**src/rtl/uart_rx_sampler_pkg.sv**
```systemverilog
// Shared UART receive constants: FSM state codes and the default bit period.
// No logic; imported by the receive-path modules.
package uart_rx_sampler_pkg;

    localparam int DEFAULT_CLKS_PER_BIT = 868;

    typedef enum logic [2:0] {
        UART_RX_IDLE   = 3'd0,
        UART_RX_START  = 3'd1,
        UART_RX_DATA   = 3'd2,
        UART_RX_PARITY = 3'd3,
        UART_RX_STOP   = 3'd4,
        UART_RX_BREAK  = 3'd5
    } rx_state_t;

endpackage

```
**src/rtl/uart_rx_sampler_sync.sv**
```systemverilog
// Generic N-flop synchroniser for asynchronous single-bit inputs, reset to RST_VAL.
// Latency STAGES cycles; no backpressure.
module uart_rx_sync #(
    parameter int   STAGES  = 2,
    parameter logic RST_VAL = 1'b1
) (
    input  logic clk,
    input  logic rstn,
    input  logic d_i,
    output logic q_o
);

    logic [STAGES-1:0] sync_q;

    always_ff @(posedge clk or negedge rstn) begin
        if (!rstn) begin
            sync_q <= {STAGES{RST_VAL}};
        end else begin
            sync_q <= {sync_q[STAGES-2:0], d_i};
        end
    end

    assign q_o = sync_q[STAGES-1];

endmodule

```
**src/rtl/uart_rx_sampler.sv**
```systemverilog
// UART 8N1 receiver (8E1 when UART_RX_PARITY_EN is defined): mid-bit sampling, byte out.
// Latency: flag/frame_err rise SYNC_STAGES+1 cycles after mid-stop; no backpressure.
module uart_rx_sampler
    import uart_rx_sampler_pkg::*;
#(
    parameter int CLKS_PER_BIT = DEFAULT_CLKS_PER_BIT,
    parameter int SYNC_STAGES  = 2
) (
    input  logic       clk,
    input  logic       rstn,
    input  logic       rxd,
    output logic       flag,
    output logic [7:0] data,
    output logic       frame_err
);

    localparam int            CW       = $clog2(CLKS_PER_BIT);
    localparam logic [CW-1:0] CNT_FULL = CW'(CLKS_PER_BIT - 1);
    localparam logic [CW-1:0] CNT_HALF = CW'(CLKS_PER_BIT / 2 - 1);

    logic                   rxs;
    rx_state_t              state_q, state_d;
    logic [CW-1:0]          cnt_q, cnt_d;
    logic [2:0]             idx_q, idx_d;
    logic [7:0]             shreg_q, shreg_d;
    logic [7:0]             data_q, data_d;
    logic                   flag_q, flag_d;
    logic                   ferr_q, ferr_d;
    logic                   prev_q, prev_d;
    logic [SYNC_STAGES-1:0] settle_q, settle_d;
    logic                   settled;
    logic                   start_edge;
`ifdef UART_RX_PARITY_EN
    logic                   par_err_q, par_err_d;
`endif

    uart_rx_sync #(
        .STAGES  (SYNC_STAGES),
        .RST_VAL (1'b1)
    ) u_sync (
        .clk  (clk),
        .rstn (rstn),
        .d_i  (rxd),
        .q_o  (rxs)
    );

    // The synchroniser is preset high, so a line already low at reset release would
    // look like a falling edge; edges only count once the preset has flushed out.
    assign settled    = settle_q[SYNC_STAGES-1];
    assign start_edge = settled & prev_q & ~rxs;

    always_ff @(posedge clk or negedge rstn) begin
        if (!rstn) begin
            state_q   <= UART_RX_IDLE;
            cnt_q     <= '0;
            idx_q     <= '0;
            shreg_q   <= '0;
            data_q    <= '0;
            flag_q    <= 1'b0;
            ferr_q    <= 1'b0;
            prev_q    <= 1'b0;
            settle_q  <= '0;
`ifdef UART_RX_PARITY_EN
            par_err_q <= 1'b0;
`endif
        end else begin
            state_q   <= state_d;
            cnt_q     <= cnt_d;
            idx_q     <= idx_d;
            shreg_q   <= shreg_d;
            data_q    <= data_d;
            flag_q    <= flag_d;
            ferr_q    <= ferr_d;
            prev_q    <= prev_d;
            settle_q  <= settle_d;
`ifdef UART_RX_PARITY_EN
            par_err_q <= par_err_d;
`endif
        end
    end

    always_comb begin
        state_d   = state_q;
        cnt_d     = cnt_q;
        idx_d     = idx_q;
        shreg_d   = shreg_q;
        data_d    = data_q;
        flag_d    = 1'b0;
        ferr_d    = 1'b0;
        prev_d    = settled ? rxs : 1'b0;
        settle_d  = {settle_q[SYNC_STAGES-2:0], 1'b1};
`ifdef UART_RX_PARITY_EN
        par_err_d = par_err_q;
`endif

        case (state_q)
            UART_RX_IDLE: begin
                if (start_edge) begin
                    state_d = UART_RX_START;
                    cnt_d   = CNT_HALF;
                end
            end
            UART_RX_START: begin
                if (cnt_q == '0) begin
                    if (rxs) begin
                        state_d = UART_RX_IDLE;
                    end else begin
                        state_d = UART_RX_DATA;
                        cnt_d   = CNT_FULL;
                        idx_d   = 3'd0;
                    end
                end else begin
                    cnt_d = cnt_q - CW'(1);
                end
            end
            UART_RX_DATA: begin
                if (cnt_q == '0) begin
                    shreg_d = {rxs, shreg_q[7:1]};
                    cnt_d   = CNT_FULL;
                    idx_d   = idx_q + 3'd1;
                    if (idx_q == 3'd7) begin
`ifdef UART_RX_PARITY_EN
                        state_d = UART_RX_PARITY;
`else
                        state_d = UART_RX_STOP;
`endif
                    end
                end else begin
                    cnt_d = cnt_q - CW'(1);
                end
            end
`ifdef UART_RX_PARITY_EN
            UART_RX_PARITY: begin
                if (cnt_q == '0) begin
                    par_err_d = (^shreg_q) ^ rxs;
                    cnt_d     = CNT_FULL;
                    state_d   = UART_RX_STOP;
                end else begin
                    cnt_d = cnt_q - CW'(1);
                end
            end
`endif
            UART_RX_STOP: begin
                if (cnt_q == '0) begin
                    if (rxs) begin
                        state_d = UART_RX_IDLE;
`ifdef UART_RX_PARITY_EN
                        if (par_err_q) begin
                            ferr_d = 1'b1;
                        end else begin
                            flag_d = 1'b1;
                            data_d = shreg_q;
                        end
`else
                        flag_d = 1'b1;
                        data_d = shreg_q;
`endif
                    end else begin
                        ferr_d  = 1'b1;
                        state_d = UART_RX_BREAK;
                    end
                end else begin
                    cnt_d = cnt_q - CW'(1);
                end
            end
            UART_RX_BREAK: begin
                if (rxs) begin
                    state_d = UART_RX_IDLE;
                end
            end
            default: begin
                state_d = UART_RX_IDLE;
            end
        endcase
    end

    assign flag      = flag_q;
    assign data      = data_q;
    assign frame_err = ferr_q;

endmodule
```
**config.mk**
```make
export PLATFORM = sky130hd
export DESIGN_NAME = uart_rx_sampler
export DESIGN_NICKNAME = d
export VERILOG_FILES = /design/src/rtl/uart_rx_sampler_pkg.sv /design/src/rtl/uart_rx_sampler_sync.sv /design/src/rtl/uart_rx_sampler.sv
export SDC_FILE = /design/constraint.sdc
export NUM_CORES = 1
export LEC_CHECK = 0
export CAP_MARGIN = 20
export CELL_PAD_IN_SITES_DETAIL_PLACEMENT = 0
export CELL_PAD_IN_SITES_GLOBAL_PLACEMENT = 1
export CORE_ASPECT_RATIO = 1.5
export CORE_MARGIN = 5
export CORE_UTILIZATION = 42
export DETAILED_ROUTE_END_ITERATION = 7
export PLACE_DENSITY = 0.83
export SLEW_MARGIN = 10
export SYNTH_ARGS = -nofsm -noshare
export SYNTH_HDL_FRONTEND = slang
export SYNTH_SLANG_ARGS = --single-unit
```
**constraint.sdc**
```tcl
create_clock -name clk -period 1.74 [get_ports clk]
set_input_delay 0.261 -clock clk [delete_from_list [all_inputs] [get_ports clk]]
set_output_delay 0.261 -clock clk [all_outputs]
set_load 0.01 [all_outputs]
```
# --- Word level (Yosys, flattened, before mapping) ---
# Index checks and enable logic that the tools add are counted.
# W data, S select, Z words.
word_totals:
  reg_bits: 39
  latch_bits: 0
  mem_bits_rw: 0
  romBits: 0
  output_inout_bits: 10
  word_cells: 64
  mem_count: 0
classes:
  n_addsub: 2
  mul: 0
  n_div: 0
  magnitude_cmp: 0
  eq_ne: 14
  n_shift: 0
  mux: 26
  bitwise: 3
  n_reduce_logical: 9
op_table:
  columns: ["operator", "count"]
  rows:
  - ["$mux W10", 5]
  - ["$pmux W10 S4", 1]
  - ["$mux W3", 10]
  - ["$pmux W3 S5", 1]
  - ["$ne A2 B2 Y1 const B", 7]
  - ["$logic_not A10 Y1", 1]
  - ["$sub A10 B1 Y10 const B", 1]
  - ["$eq A3 B3 Y1 const B", 3]
  - ["$reduce_and A4 Y1", 2]
  - ["$mux W1", 7]
  - ["$pmux W3 S2", 1]
  - ["$reduce_and A6 Y1", 1]
  - ["$reduce_bool A4 Y1", 1]
  - ["$add A3 B1 Y3 const B", 1]
  - ["$eq A3 B1 Y1 const B", 1]
  - ["$eq A3 B2 Y1 const B", 1]
  - ["$logic_not A3 Y1", 1]
  - ["$ne A3 B3 Y1 const B", 1]
  - ["$reduce_and A3 Y1", 1]
  - ["$and A1 B1 Y1", 2]
  - ["$mux W2", 1]
  - ["$ne A2 B1 Y1 const B", 1]
  - ["$reduce_and A2 Y1", 1]
  - ["$reduce_bool A2 Y1", 1]
  - ["$not A1 Y1", 1]

# --- Longest topological paths before layout ---
# Gate-level depths: netlist of run 1.
depth:
  depth_word: 4
  depth_mapped: 7

# --- Modules after synthesis ---
# From an unflattened synthesis of run 1, not the netlist that was laid out.
unflattened:
  hier_cells: 165
  area_unflattened_um2: 1958.1
by_module_without_submodules:
  columns: ["mod", "n_inst", "cells_each", "area_each_um2", "seq_area_each_um2"]
  rows:
  - ["uart_rx_sampler", 1, 163, 1905.6, 925.9]
  - ["uart_rx_sync", 1, 2, 52.6, 52.6]

# --- Least setup slack after synthesis of run 1 ---
# OpenSTA, ideal clock, no wires.
synth_path:
  kind: "register to register"
  from: "register state_q[0]"
  to: "register data_q[0] (netlist: data[0])"
  setup_ps: 125
  arrival_time_ps: 1648
  t_required_ps: 1615
  slack_ps: -33
  path_stages_with_launch: 6
  synth_period_minus_slack_ps: 1773
  path_cell_list: "dfrtp_1 -> buf_6 -> or3b_4 -> or3_1 -> buf_6 -> mux2_4"
synth_between:
  elab_chain_cells: 2
synth_rtl:
  columns: ["item", "line", "source"]
  rows:
  - ["from (decl)", "uart_rx_sampler.sv:22", "rx_state_t state_q, state_d;"]
  - ["from (signal assigned)", "uart_rx_sampler.sv:67", "state_q <= state_d;"]
  - ["$eq A3 B3 Y1", "uart_rx_sampler.sv:96", "case (state_q)"]
  - ["$reduce_and A3 Y1 (no source line)", null, null]
  - ["to (signal assigned)", "uart_rx_sampler.sv:71", "data_q <= data_d;"]
  - ["to (decl)", "uart_rx_sampler.sv:26", "logic [7:0] data_q, data_d;"]
# No other way between the ends.
# A chain may end at the register's enable or synchronous reset.

# --- Worst setup path in the final report of run 1 ---
layout_path:
  from: "register cnt_q[0]"
  to: "register data_q[4] (netlist: data[4])"
layout_between:
  elab_chain_cells: 2
layout_rtl:
  columns: ["item", "line", "source"]
  rows:
  - ["from (decl)", "uart_rx_sampler.sv:23", "logic [CW-1:0] cnt_q, cnt_d;"]
  - ["from (signal assigned)", "uart_rx_sampler.sv:68", "cnt_q <= cnt_d;"]
  - ["$logic_not A10 Y1", "uart_rx_sampler.sv:144", "if (cnt_q == '0) begin"]
  - ["$reduce_and A3 Y1 (no source line)", null, null]
# No other way between the ends.

==> results of run 1 <==
[what timing repair did]
action,in CTS,in global routing
setup buffers,5,3
pin swaps,4,1
gates resized for setup,2,16
setup endpoints to repair,13,24
[sequential cells by signal, summed over array words and instances, names as in the netlist]
signal,cells
cnt_q,10
data,8
flag,1
frame_err,1
idx_q,3
prev_q,1
settle_q,2
shreg_q,8
state_q,3
u_sync.sync_q,2
[critical path, stage by stage, from the launching register on]
cell	delay [ns]
dfrtp_1	0.40
inv_1	0.08
ha_2	0.19
nand4_1	0.15
or3_1	0.35
buf_6	0.16
mux2_4	0.30
[area by class of cell]
class | count | share of cell area
clock buffer | 6 | 0.0299
clock inverter | 2 | 0.0155
inverter | 6 | 0.00927
multi-input combinational | 119 | 0.361
sequential | 39 | 0.403
tap | 48 | 0.0247
timing repair buffer | 46 | 0.157
[report_power, final]
group	total (uW)	switching [uW]	leakage, uW	internal (uW)
Sequential	1080	71.9	0.000493	1010
Clock	733	306	0.0000514	428
Combinational	962	516	0.000608	446
Total	2770	894	0.00115	1880
[worst min path at each step]
| stage | startpoint | to | slack, ns | cells past startpoint |
|---|---|---|---|---|
| after floorplan | rstn | cnt_q[0] | -0.03 | 0 |
| after global placement | rstn | data[2] | 0.34 | 2 |
| after detailed placement | settle_q[0] | settle_q[1] | 0.34 | 0 |
| after CTS | rstn | data[2] | 0.03 | 2 |
| after global routing | rstn | data[3] | 0.05 | 2 |
| final | rstn | data[3] | 0.02 | 2 |
[layout by cell type, fill, tap and decap left out, drive strengths merged, types with 6 or more instances in the layout]
master and instances:
a21oi 10, buf 35, clkbuf 6, clkdlybuf4s50 11, dfrtp 37, inv 6
mux2 15, nand2 13, nor2 12, nor3 6, o21ai 14
[cell families after synthesis]
| group | count (synthesis) | share of synthesized area |
|---|---|---|
| simple gates | 51 | 0.143 |
| compound gates | 45 | 0.149 |
| flops | 39 | 0.519 |
| mux | 16 | 0.111 |
| buf+inv | 14 | 0.0398 |
| fa+ha+maj | 5 | 0.0318 |
| other cells | 1 | 0.00199 |
| xor+xnor | 1 | 0.00464 |
[per-stage QoR]
stage	instance area [sq um]	TNS [ns]	instances
floorplan	1890	-0.265	172
global placement	2200	-0.107	250
detailed placement	2200	-0.223	250
CTS	2360	-0.0176	263
global route	2430	-0.925	266
finish	2430	-0.0376	266
[per-layer routing]
metal | vias to the layer above | track usage
met4 | 0 | 0.0935
met2 | 38 | 0.260
met3 | 11 | 0.0331
li1 | 711 | -
met5 | - | 0
met1 | 739 | 0.171
==> impl_metrics.csv, run 1 <==
group,metric,value,unit
drt,firstDrtPassIters,5,
critical_path,arrival,1.93,ns
finish,diodes,0,
power,powerDensity,1140,nW/um^2
critical_path,rrSetupSlack,-0.02,ns
critical_path,crit_type,"reg -> reg",
finish,syn2layout_area_growth,28.7,%
sta,rsz0062_at_grt,"true",
critical_path,worst_r2r_endpoint,"data[4]",
die,core_area,4430,sq um
drt,wl_met1,1670,um
flow_run,maxCapViolCount,0,
global_route,antenna_found_initial,0,
finish,fin_util,0.548,
yosys,ys.flop_type,"dfrtp_1",
global_route,grt_pass1_wl,7090,um
yosys,synth_top_area_cell,"dfrtp_1",
yosys,synth_edf_count,0,
sta,fin_skew,0.00845,ns
drt,top_layer,"met4",
sta,fin_crit_sh,1.01,
power,irDropWorstVdd,0.00102,V
yosys,synth.cell_area,1890,sq um
critical_path,cp-end-kind,"flop",
die,dieArea,5960,sq um
drt,num_vias,1499,
critical_path,crit_end,"data[4]",
sta,drv_slew,0,
critical_path,crit_path_max_fanout,9,
sta,hold_slack,0.0153,ns
sta,worst_pin_slew,0.495,ns
worst_hold_path,hp-class,"in -> async",
sta,hold_viol,0,
yosys,yosysMostFrequentCell,"dfrtp_1",
drt,drt_iter0_drc,39,
global_route,grt_usage,0.153,
clock_tree,cts_buffers,5,
die,die_w,64.7,um
place,place_hpwl,2920,um
finish,multi_input_area,876,sq um
drt,antenna_left,0,
yosys,synthCells,172,
global_route,grt_max_degree,40,
drt,vias_per_cell,5.64,
power,power_leakage,0.00115,uW
drt,drt-total-wl,4180,um
critical_path,critPathRequiredTime,1.91,ns
die,initial_core_util,0.426,
drt,drc,0,
clock_tree,cts-hold-fix-buffers,0,
sta,period_minus_slack,1.76,ns
clock_tree,clockBufferDepth,2,
yosys,synth.top_cell.area_share,0.491,
clock_tree,cts_max_level,2,
die,row_count,30,
die,ios,13,
clock_tree,clock_latency,0.29,ns
sta,fmax,0.568,GHz
critical_path,timing.rr.start,"cnt_q[0]",
place,port_buffers,12,
yosys,syn_avg_cell_area,11.0,sq um
outcome,violations,"negative setup slack",
sta,setup_viol,5,
yosys,yosysWarnings,0,
place,finalWeightedCongestion,0.856,
yosys,ys_types,46,
finish,ff_latch_area,978,sq um
clock_tree,cts.sinks,39,
drt,wl_met3,114,um
yosys,synthesis.nets,179,
outcome,status,"complete, but fails checks",
yosys,synthTopCellsByCount,"dfrtp_1 (37), nand2_1 (12), nor2_1 (12), a21oi_1 (9), o21ai_0 (9)",
clock_tree,path_clk_slew,0.08,ns
global_route,grt-ovfl-total,0,
finish,nNetsFinal,224,
yosys,synth.area.top_cells,"dfrtp_1 (49%), mux2_4 (6.4%), mux2_1 (4.2%)",
power,p_total,2770,uW
sta,setup_slack,-0.0214,ns
die,dieHeight,92.1,um
finish,num-fill-cells,370,
critical_path,worst-r2r-cell-count,6,
yosys,ys_ff_latch,39,
drt,drt-wirelength-per-cell,15.7,um
clock_tree,root_buffer,"clkbuf_8",
yosys,synthArstFlopShare,1.00,
yosys,seq_area_frac_synth,0.519,
finish,layout-drive-gt1-share,0.307,
sta,slew_headroom,0.668,
critical_path,startpoint,"cnt_q[0]",
drt,routed-wl-met2,2270,um
global_route,grt_pass1_vias,1517,
critical_path,critPathLaunchType,"flop",
place,dp_slack,-0.0375,ns
clock_tree,cts_tree,"yes",
No activity file was read; power rests on OpenSTA's default activity.
==> inputs of run 2 (changes only) <==
--- a/config.mk
+++ b/config.mk
@@ -5,6 +5,7 @@
 export SDC_FILE = /design/constraint.sdc
 export NUM_CORES = 1
 export LEC_CHECK = 0
+export ABC_AREA = 0
 export CAP_MARGIN = 20
 export CELL_PAD_IN_SITES_DETAIL_PLACEMENT = 0
 export CELL_PAD_IN_SITES_GLOBAL_PLACEMENT = 1
==> results of run 2 <==
Final layout, timing and power as in run 1 (identical DEF).
